$ cat src/rtl/sort_pkg.sv
// Shared constants and types for the sort/merge stream blocks.
package sort_pkg;

  localparam int WIDTH = 8;
  localparam int DEPTH = 4;

  typedef logic [WIDTH-1:0] word_t;
  typedef logic [2:0]       ptr_t;

  // Pointer value meaning "this block is exhausted".
  localparam ptr_t PTR_END = 3'(DEPTH);

  // FSM encoding.
  localparam logic [0:0] ST_IDLE  = 1'b0;
  localparam logic [0:0] ST_MERGE = 1'b1;

endpackage

$ cat src/rtl/sort_merge_stream_merge_pick.sv
// Combinational two-way merge selector: picks the next word from the heads
// of blocks A and B. Ties go to A so equal keys keep their A-before-B order.
module merge_pick
  import sort_pkg::*;
(
  input  logic [WIDTH-1:0] cand_a,
  input  logic [WIDTH-1:0] cand_b,
  input  logic             a_done,
  input  logic             b_done,
  output logic [WIDTH-1:0] word,
  output logic             src
);

  // Select rule: exhausted source loses, otherwise unsigned <= favours A.
  always_comb begin
    word = cand_a;
    src  = 1'b0;
    if (a_done) begin
      word = cand_b;
      src  = 1'b1;
    end else if (b_done) begin
      word = cand_a;
      src  = 1'b0;
    end else if (cand_a <= cand_b) begin
      word = cand_a;
      src  = 1'b0;
    end else begin
      word = cand_b;
      src  = 1'b1;
    end
  end

endmodule

$ cat src/rtl/sort_merge_stream.sv
// Accepts two ascending 4-word blocks in parallel and emits their ascending
// merge as an 8-word serial burst.
//
// Handshakes: a transfer happens on a rising edge where valid && ready are
// both high; the sender holds valid and its payload stable until that edge,
// and valid never depends combinationally on ready.
module sort_merge_stream
  import sort_pkg::*;
(
  input  logic             clk,
  input  logic             rst,
  input  logic             in_valid,
  output logic             in_ready,
  input  logic [WIDTH-1:0] a1,
  input  logic [WIDTH-1:0] a2,
  input  logic [WIDTH-1:0] a3,
  input  logic [WIDTH-1:0] a4,
  input  logic [WIDTH-1:0] b1,
  input  logic [WIDTH-1:0] b2,
  input  logic [WIDTH-1:0] b3,
  input  logic [WIDTH-1:0] b4,
  output logic             out_valid,
  input  logic             out_ready,
  output logic [WIDTH-1:0] out_data,
  output logic             out_src,
  output logic             out_last
);

  logic [0:0] r_state;
  logic       r_in_ready;
  word_t      r_a [DEPTH];
  word_t      r_b [DEPTH];
  ptr_t       r_ia;
  ptr_t       r_ib;
  logic       r_out_valid;
  word_t      r_out_data;
  logic       r_out_src;
  logic       r_out_last;

  logic       w_accept;
  logic       w_out_hs;
  ptr_t       w_ia_next;
  ptr_t       w_ib_next;
  word_t      w_cand_a;
  word_t      w_cand_b;
  logic       w_a_done;
  logic       w_b_done;
  word_t      w_pick_word;
  logic       w_pick_src;
  logic [3:0] w_sum_next;
  logic       w_last_next;

  assign w_accept  = (r_state == ST_IDLE) && in_valid && r_in_ready;
  assign w_out_hs  = r_out_valid && out_ready;

  assign in_ready  = r_in_ready;
  assign out_valid = r_out_valid;
  assign out_data  = r_out_data;
  assign out_src   = r_out_src;
  assign out_last  = r_out_last;

  // Candidate heads for the word to present next. In IDLE the first word is
  // picked straight from the ports so it appears the cycle after acceptance;
  // in MERGE the pointers are advanced past the word being consumed now.
  always_comb begin
    w_ia_next = r_ia;
    w_ib_next = r_ib;
    if (r_out_src) w_ib_next = r_ib + 3'd1;
    else           w_ia_next = r_ia + 3'd1;

    if (r_state == ST_IDLE) begin
      w_cand_a = a1;
      w_cand_b = b1;
      w_a_done = 1'b0;
      w_b_done = 1'b0;
    end else begin
      w_cand_a = r_a[w_ia_next[1:0]];
      w_cand_b = r_b[w_ib_next[1:0]];
      w_a_done = (w_ia_next == PTR_END);
      w_b_done = (w_ib_next == PTR_END);
    end

    w_sum_next  = {1'b0, w_ia_next} + {1'b0, w_ib_next};
    w_last_next = (w_sum_next == 4'd7);
  end

  merge_pick u_pick (
    .cand_a (w_cand_a),
    .cand_b (w_cand_b),
    .a_done (w_a_done),
    .b_done (w_b_done),
    .word   (w_pick_word),
    .src    (w_pick_src)
  );

  // FSM, block capture, pointer advance and registered output stage.
  always_ff @(posedge clk or posedge rst) begin
    if (rst) begin
      r_state     <= ST_IDLE;
      r_in_ready  <= 1'b0;
      r_ia        <= '0;
      r_ib        <= '0;
      r_out_valid <= 1'b0;
      r_out_data  <= '0;
      r_out_src   <= 1'b0;
      r_out_last  <= 1'b0;
      for (int i = 0; i < DEPTH; i++) begin
        r_a[i] <= '0;
        r_b[i] <= '0;
      end
    end else begin
      case (r_state)
        ST_IDLE: begin
          r_in_ready <= 1'b1;
          if (w_accept) begin
            r_a[0]      <= a1;
            r_a[1]      <= a2;
            r_a[2]      <= a3;
            r_a[3]      <= a4;
            r_b[0]      <= b1;
            r_b[1]      <= b2;
            r_b[2]      <= b3;
            r_b[3]      <= b4;
            r_ia        <= '0;
            r_ib        <= '0;
            r_out_valid <= 1'b1;
            r_out_data  <= w_pick_word;
            r_out_src   <= w_pick_src;
            r_out_last  <= 1'b0;
            r_in_ready  <= 1'b0;
            r_state     <= ST_MERGE;
          end
        end
        default: begin
          r_in_ready <= 1'b0;
          if (w_out_hs) begin
            if (r_out_last) begin
              // Final word consumed: close the burst, reopen the input.
              r_out_valid <= 1'b0;
              r_out_last  <= 1'b0;
              r_in_ready  <= 1'b1;
              r_state     <= ST_IDLE;
            end else begin
              r_ia       <= w_ia_next;
              r_ib       <= w_ib_next;
              r_out_data <= w_pick_word;
              r_out_src  <= w_pick_src;
              r_out_last <= w_last_next;
            end
          end
        end
      endcase
    end
  end

endmodule

$ cat config.mk
export PLATFORM = sky130hd
export DESIGN_NAME = sort_merge_stream
export DESIGN_NICKNAME = d
export VERILOG_FILES = /design/src/rtl/sort_pkg.sv /design/src/rtl/sort_merge_stream_merge_pick.sv /design/src/rtl/sort_merge_stream.sv
export SDC_FILE = /design/constraint.sdc
export NUM_CORES = 1
export LEC_CHECK = 0
export BUFFER_PORTS_ARGS = -buffer_cell sky130_fd_sc_hd__buf_2
export CORE_ASPECT_RATIO = 0.5
export CORE_MARGIN = 5
export CORE_UTILIZATION = 50
export CTS_CLUSTER_DIAMETER = 30
export DETAILED_ROUTE_END_ITERATION = 8
export PLACE_DENSITY = 0.83
export SLEW_MARGIN = 20
export SYNTH_ARGS = -nofsm -noshare
export SYNTH_HDL_FRONTEND = slang
export SYNTH_SLANG_ARGS = --single-unit
$ cat constraint.sdc
create_clock -name clk -period 3.25 [get_ports clk]
set_input_delay 0.325 -clock clk [delete_from_list [all_inputs] [get_ports clk]]
set_output_delay 0.325 -clock clk [all_outputs]
set_load 0.05 [all_outputs]
Yosys cells after proc, flatten, opt, wreduce, memory -nomap -nowiden
Index checks and enable logic that the tools add are counted.
{ "totals": {"ff_bits": 83, "word_cells": 88} }
{ "classes": {"add_sub_neg": 3, "n_lt_le_gt_ge": 3, "n_eq_ne": 6, "n_mux": 49, "bitwise_logic": 3, "n_reduce_logical": 8} }
{ "op_table": {"columns": ["cell", "count"], "rows": [
  ["$mux W8", 13],
  ["$bmux W8 S2", 2],
  ["$mux W3", 9],
  ["$mux W1", 25],
  ["$le A8 B8 Y1", 1],
  ["$add A3 B1 Y3 const B", 2],
  ["$eq A3 B3 Y1 const B", 2],
  ["$ge A3 B3 Y1 const B", 2],
  ["$not A2 Y3", 2],
  ["$reduce_and A3 Y1", 2],
  ["$add A3 B3 Y4", 1],
  ["$eq A4 B3 Y1 const B", 1],
  ["$ne A2 B1 Y1 const B", 2],
  ["$reduce_and A2 Y1", 2],
  ["$logic_and A1 B1 Y1", 3],
  ["$ne A2 B2 Y1 const B", 1],
  ["$reduce_bool A2 Y1", 1],
  ["$not A1 Y1", 1]
]} }

Logic depth before layout (Yosys ltp)
{ "depth": {"depth_word": 14, "depth_mapped": 15} }

Cells and area by module
Synthesis repeated with hierarchy kept, for this count alone.
{ "hier_totals": {"cells_unflattened": 561, "area_unflattened_um2": 4986.0} }
{ "by_module_without_submodules": {"columns": ["module", "instances", "cells_each", "area_per_inst_um2", "seq_area_each_um2"], "rows": [
  ["sort_merge_stream", 1, 486, 4455.5, 2077.0],
  ["merge_pick", 1, 75, 530.5, 0.0]
]} }

Worst setup path after synthesis
OpenSTA, ideal clock, no wires.
{ "synth_path": {"path_kind": "flip-flop to flip-flop", "startpoint": "reg r_out_src, in the netlist out_src", "endpoint": "reg r_out_data[1], in the netlist out_data[1]", "setup_time_ns": 0.149, "t_arrival_ns": 3.206, "t_required_ns": 3.101, "slack_ns": -0.105, "stages_incl_launch_ff": 11, "path_buffers": 1, "cell_sequence": "dfrtp_1 buf_6 mux2i_2 mux4_2 mux2_2 ha_1 nand4_1 or2_2 o221a_2 nor2_1 a221oi_1"} }
{ "synth_between": {"elab_chain_cells": 13} }
{ "synth_rtl": {"columns": ["item", "line", "source"], "rows": [
  ["from (decl)", "sort_merge_stream.sv:37", "logic r_out_src;"],
  ["from (signal assigned)", "sort_merge_stream.sv:128", "r_out_src <= w_pick_src;"],
  ["from (signal assigned)", "sort_merge_stream.sv:147", "r_out_src <= w_pick_src;"],
  ["$mux W3", "sort_merge_stream.sv:68", "if (r_out_src) w_ib_next = r_ib + 3'd1;"],
  ["$not A2 Y3 (on tied branches)", "sort_merge_stream.sv:77, sort_merge_stream.sv:78", null],
  ["$bmux W8 S2 (on tied branches)", "sort_merge_stream.sv:77, sort_merge_stream.sv:78", null],
  ["$mux W8 (on tied branches) (2 in series)", "sort_merge_stream.sv:77, sort_merge_stream.sv:78", null],
  ["$mux W8", "sort_merge_stream.sv:71", "if (r_state == ST_IDLE) begin"],
  ["$le A8 B8 Y1", "sort_merge_stream_merge_pick.sv:24", "end else if (cand_a <= cand_b) begin"],
  ["$mux W8", "sort_merge_stream_merge_pick.sv:24", null],
  ["$mux W8", "sort_merge_stream_merge_pick.sv:21", "end else if (b_done) begin"],
  ["$mux W8 *", "sort_merge_stream_merge_pick.sv:18", "if (a_done) begin"],
  ["$mux W8", "sort_merge_stream.sv:137", "if (r_out_last) begin"],
  ["$mux W8", "sort_merge_stream.sv:136", "if (w_out_hs) begin"],
  ["$mux W8 *", "sort_merge_stream.sv:112", "case (r_state)"],
  ["to (signal assigned)", "sort_merge_stream.sv:127", "r_out_data <= w_pick_word;"],
  ["to (signal assigned)", "sort_merge_stream.sv:146", "r_out_data <= w_pick_word;"],
  ["to (decl)", "sort_merge_stream.sv:36", "word_t r_out_data;"]
]} }
Mark *: on every way between the ends. The rest lies on a longest branch, timed or not. The select of a mux whose other input is x is not followed.
A chain may end at the register's enable or synchronous reset.

Worst setup path after layout
{ "layout_path": {"startpoint": "reg r_ia[1]", "endpoint": "reg r_out_data[7], in the netlist out_data[7]"} }
{ "layout_between": {"elab_chain_cells": 14} }
{ "layout_rtl": {"columns": ["item", "line", "source"], "rows": [
  ["from (decl)", "sort_merge_stream.sv:33", "ptr_t r_ia;"],
  ["from (signal assigned)", "sort_merge_stream.sv:144", "r_ia <= w_ia_next;"],
  ["$add A3 B1 Y3", "sort_merge_stream.sv:69", "else w_ia_next = r_ia + 3'd1;"],
  ["$mux W3 *", "sort_merge_stream.sv:68", null],
  ["$not A2 Y3 (not written as such)", "sort_merge_stream.sv:77", "w_cand_a = r_a[w_ia_next[1:0]];"],
  ["$bmux W8 S2", "sort_merge_stream.sv:77", null],
  ["$mux W8 (not written as such) (2 in series)", "sort_merge_stream.sv:77", null],
  ["$mux W8", "sort_merge_stream.sv:71", null],
  ["$le A8 B8 Y1", "sort_merge_stream_merge_pick.sv:24", null],
  ["$mux W8", "sort_merge_stream_merge_pick.sv:24", null],
  ["$mux W8", "sort_merge_stream_merge_pick.sv:21", null],
  ["$mux W8 *", "sort_merge_stream_merge_pick.sv:18", null],
  ["$mux W8", "sort_merge_stream.sv:137", null],
  ["$mux W8", "sort_merge_stream.sv:136", null],
  ["$mux W8 *", "sort_merge_stream.sv:112", null]
]} }
Marks and branches as above.

==> impl_results.md <==
- Launch point of the worst reg-to-reg path: r_ia[1]
- Worst slew margin: just over 50%
- Mapped Area: 0.004318 mm²
- GP Congestion: 0.8676
- Synth-to-layout area growth: 21.67%
- Detailed Route WL: 11,280 µm
- Hold_ws: 0.05889 ns
- CTS tree: done
- Setup crit start kind: register
- Crit. End Element: register
- Top_reg_cell synth: dfrtp_1
- Post-synth top cells: nand2_1 (248), dfrtp_1 (83), mux2i_1 (23)
- DIE WIDTH: about 140 µm
- Die Area: ~0.011 mm²
- Vias in the first global route: ~3.6k
- Post-synth EDFFs: 0
- Num rows: 23
- R2R cell count: 10
- Starting Density: a little over half
- DRC: 0
- CTS Buffer Depth: 2
- First-pass DRT Iterations: 8
- CP required: ~3.5 ns
- Post-synth ARST share: 100.0%
- R2R Path End: out_data[7]
- Synth unique cells: 43
- Tot Pwr: 6.905 mW
- Placeable Area: 0.008202 mm²
- Hold crit path type: input pin to asynchronous set/reset pin
- Root buf cell: clkbuf_16
- Final Max Slew Viols: 0
- H-tree levels: 3
- CP max FO: 7
- Final setup viols: 0
- Nets@finish: about 670
- Post-synthesis register bit count: 83
- Antenna Cells: 0
- Layout cells sized above 1: 23.65%
- Clk_skew: 0.006404 ns
- Clk Latency, worst-skew pair: between 0.3 and 0.4 ns
- Largest area contributor in the netlist: dfrtp_1
- Clk sinks: 83
- Clock slew at reported path FFs: 0.07 ns
- Final std cells w/o fill: between 700 and 800
- Slack of the critical path: roughly 0.06 ns
- Worst-Margin Slew: 0.7275 ns
- Pleak: 2.787 nW
- First-pass GRT wire length: about 18,000 µm
- Status: finished clean
- Synth top area cells: dfrtp_1 (48%), nand2_1 (22%), mux2i_1 (5.3%)
- Seq/Total Area, Yosys: around half
- Critical path type: register to register
- Avg Inst Size Synth: 8.550 µm²
- DR vias/cell: 5.335
- Port bufs: between 70 and 80
- Placed wire-length estimate: 7851 µm
- Count of final hold-check violations: 0
- Count of max-cap constraint violations: 0
- Most frequent cell after synthesis: nand2_1
- Worst EP arrival: 3.43 ns
- Hold_buf cts: 0
- Yosys warnings: 0
- Post-route ant nets: 0
- Worst R2R Setup Slack: between 0.05 and 0.06 ns
- Worst VDD drop: ~0.73 mV
- PwrDens: 1314 mW/mm²
- Final period utilization: 98.16%
- Cts bufs inserted: 9
- Initial detailed-routing violation count: between 300 and 400
- Total GRT Usage: between 20% and 30%
- Pin count of the biggest net entering global routing: 42
- Top cell type's share of synthesized area: 48.10%
- Initial antenna violation count: 0
- WL/cell: ~16 µm
- Dpl cells: between 600 and 700
- DR vias: about 3.8k
- Mapped Cells: ~500
- Mapped Nets: just under 600
- I/O Pins: 80
- Final setup TNS: 0 ns
- Place WS: -0.1523 ns
- Die height: between 70 and 80 µm
- FMAX: 313.5 MHz
- Tmin final: around 3.2 ns
- Gr ovfl total: 0
## logic make-up after synthesis
family | count (synthesis) | synth area share (%)
AOI/OAI and AO/OA | 47 | 8.230
buffers and inverters | 37 | 3.825
and+or+nand+nor | 290 | 26.80
xor gates and xnor gates | 8 | 2.405
adders and majority gates | 13 | 3.941
DFF | 83 | 48.10
muxes | 27 | 6.694
## per-stage QoR
| stage | instance area [µm²] | utilization [%] |
|---|---|---|
| final | 5254 | 64.06 |
| after floorplan | 4319 | - |
| after global routing | 5254 | 64.06 |
| after global placement | 4862 | 59.28 |
| after detailed placement | 4862 | 59.28 |
| after CTS | 5204 | 63.45 |
## worst max-delay path, cell delays in order, from the launching register on
cell	delay (ns)
dfrtp_1	0.41
ha_1	0.30
mux2i_2	0.22
mux4_2	0.55
mux2_2	0.32
ha_1	0.30
nand4_1	0.15
a21oi_2	0.22
o221a_4	0.27
nor2_4	0.07
a221oi_1	0.28
## cell usage in the layout, fill, tap and decap left out, types with 2 or more instances in the layout
| master | n |
|---|---|
| inv_6 | 3 |
| o21ai_0 | 2 |
| nor2_1 | 13 |
| mux2i_1 | 22 |
| nor3b_1 | 2 |
| dfrtp_1 | 82 |
| inv_1 | 9 |
| o31ai_1 | 2 |
| and3_1 | 8 |
| clkbuf_16 | 9 |
| ha_1 | 12 |
| o2bb2ai_1 | 2 |
| buf_2 | 79 |
| mux2i_2 | 2 |
| a31oi_1 | 11 |
| nor2b_1 | 2 |
| buf_4 | 17 |
| a221oi_1 | 6 |
| nand2b_1 | 4 |
| a21oi_1 | 6 |
| nand4_1 | 3 |
| o221a_2 | 6 |
| bufinv_16 | 2 |
| mux2_2 | 2 |
| xnor2_1 | 4 |
| nand2_1 | 246 |
| nand3_1 | 4 |
| o22ai_1 | 3 |
## routing by layer
layer | share of wire [%] | GRT usage, % | up-vias
li1 | - | - | 1821
met1 | 45 | 28.65 | 1737
met2 | 45 | 34.84 | 168
met3 | 7.6 | 5.643 | 30
met4 | 2.3 | 7.766 | 0
met5 | 0 | 0 | -
## repair_timing
item	4_1_cts	5_1_grt
setup endpoints to repair	9	9
gates resized for setup	3	11
pin swaps	0	2
buffers inserted	0	1
## report_power, final
group          switching [mW]  internal (mW)  leakage [nW]
Combinational            2.36           1.54          1.60
Clock                   0.447          0.687         0.159
Sequential              0.343           1.53          1.03
## sequential cells by signal, summed over array words and instances, names as in the netlist
signal and count:
out_src 1, r_ia 3, out_data 8, out_valid 1
r_b 32, out_last 1, in_ready 1, r_ib 3
r_state 1, r_a 32
## worst max path at each step
| stage | start | endpoint | slack [ns] |
|---|---|---|---|
| after floorplan | out_src | out_data[1] | 0.03 |
| after global placement | out_src | out_data[2] | 0.02 |
| after detailed placement | r_ia[1] | out_data[3] | -0.15 |
| after CTS | r_ia[1] | out_data[7] | 0.02 |
| after global routing | r_ia[1] | out_data[7] | -0.06 |
| final | r_ia[1] | out_data[7] | 0.06 |
## cell type report
type                    count  area, µm²
well taps                 112      140.1
inverters                  12      46.29
fillers                   667       2948
repair buffers             96      523.0
flip-flops and latches     83       2078
multi-input cells         385       2136
clock buffers               9      225.2
clock inverters             7      105.1
No activity file was read; power rests on OpenSTA's default activity.
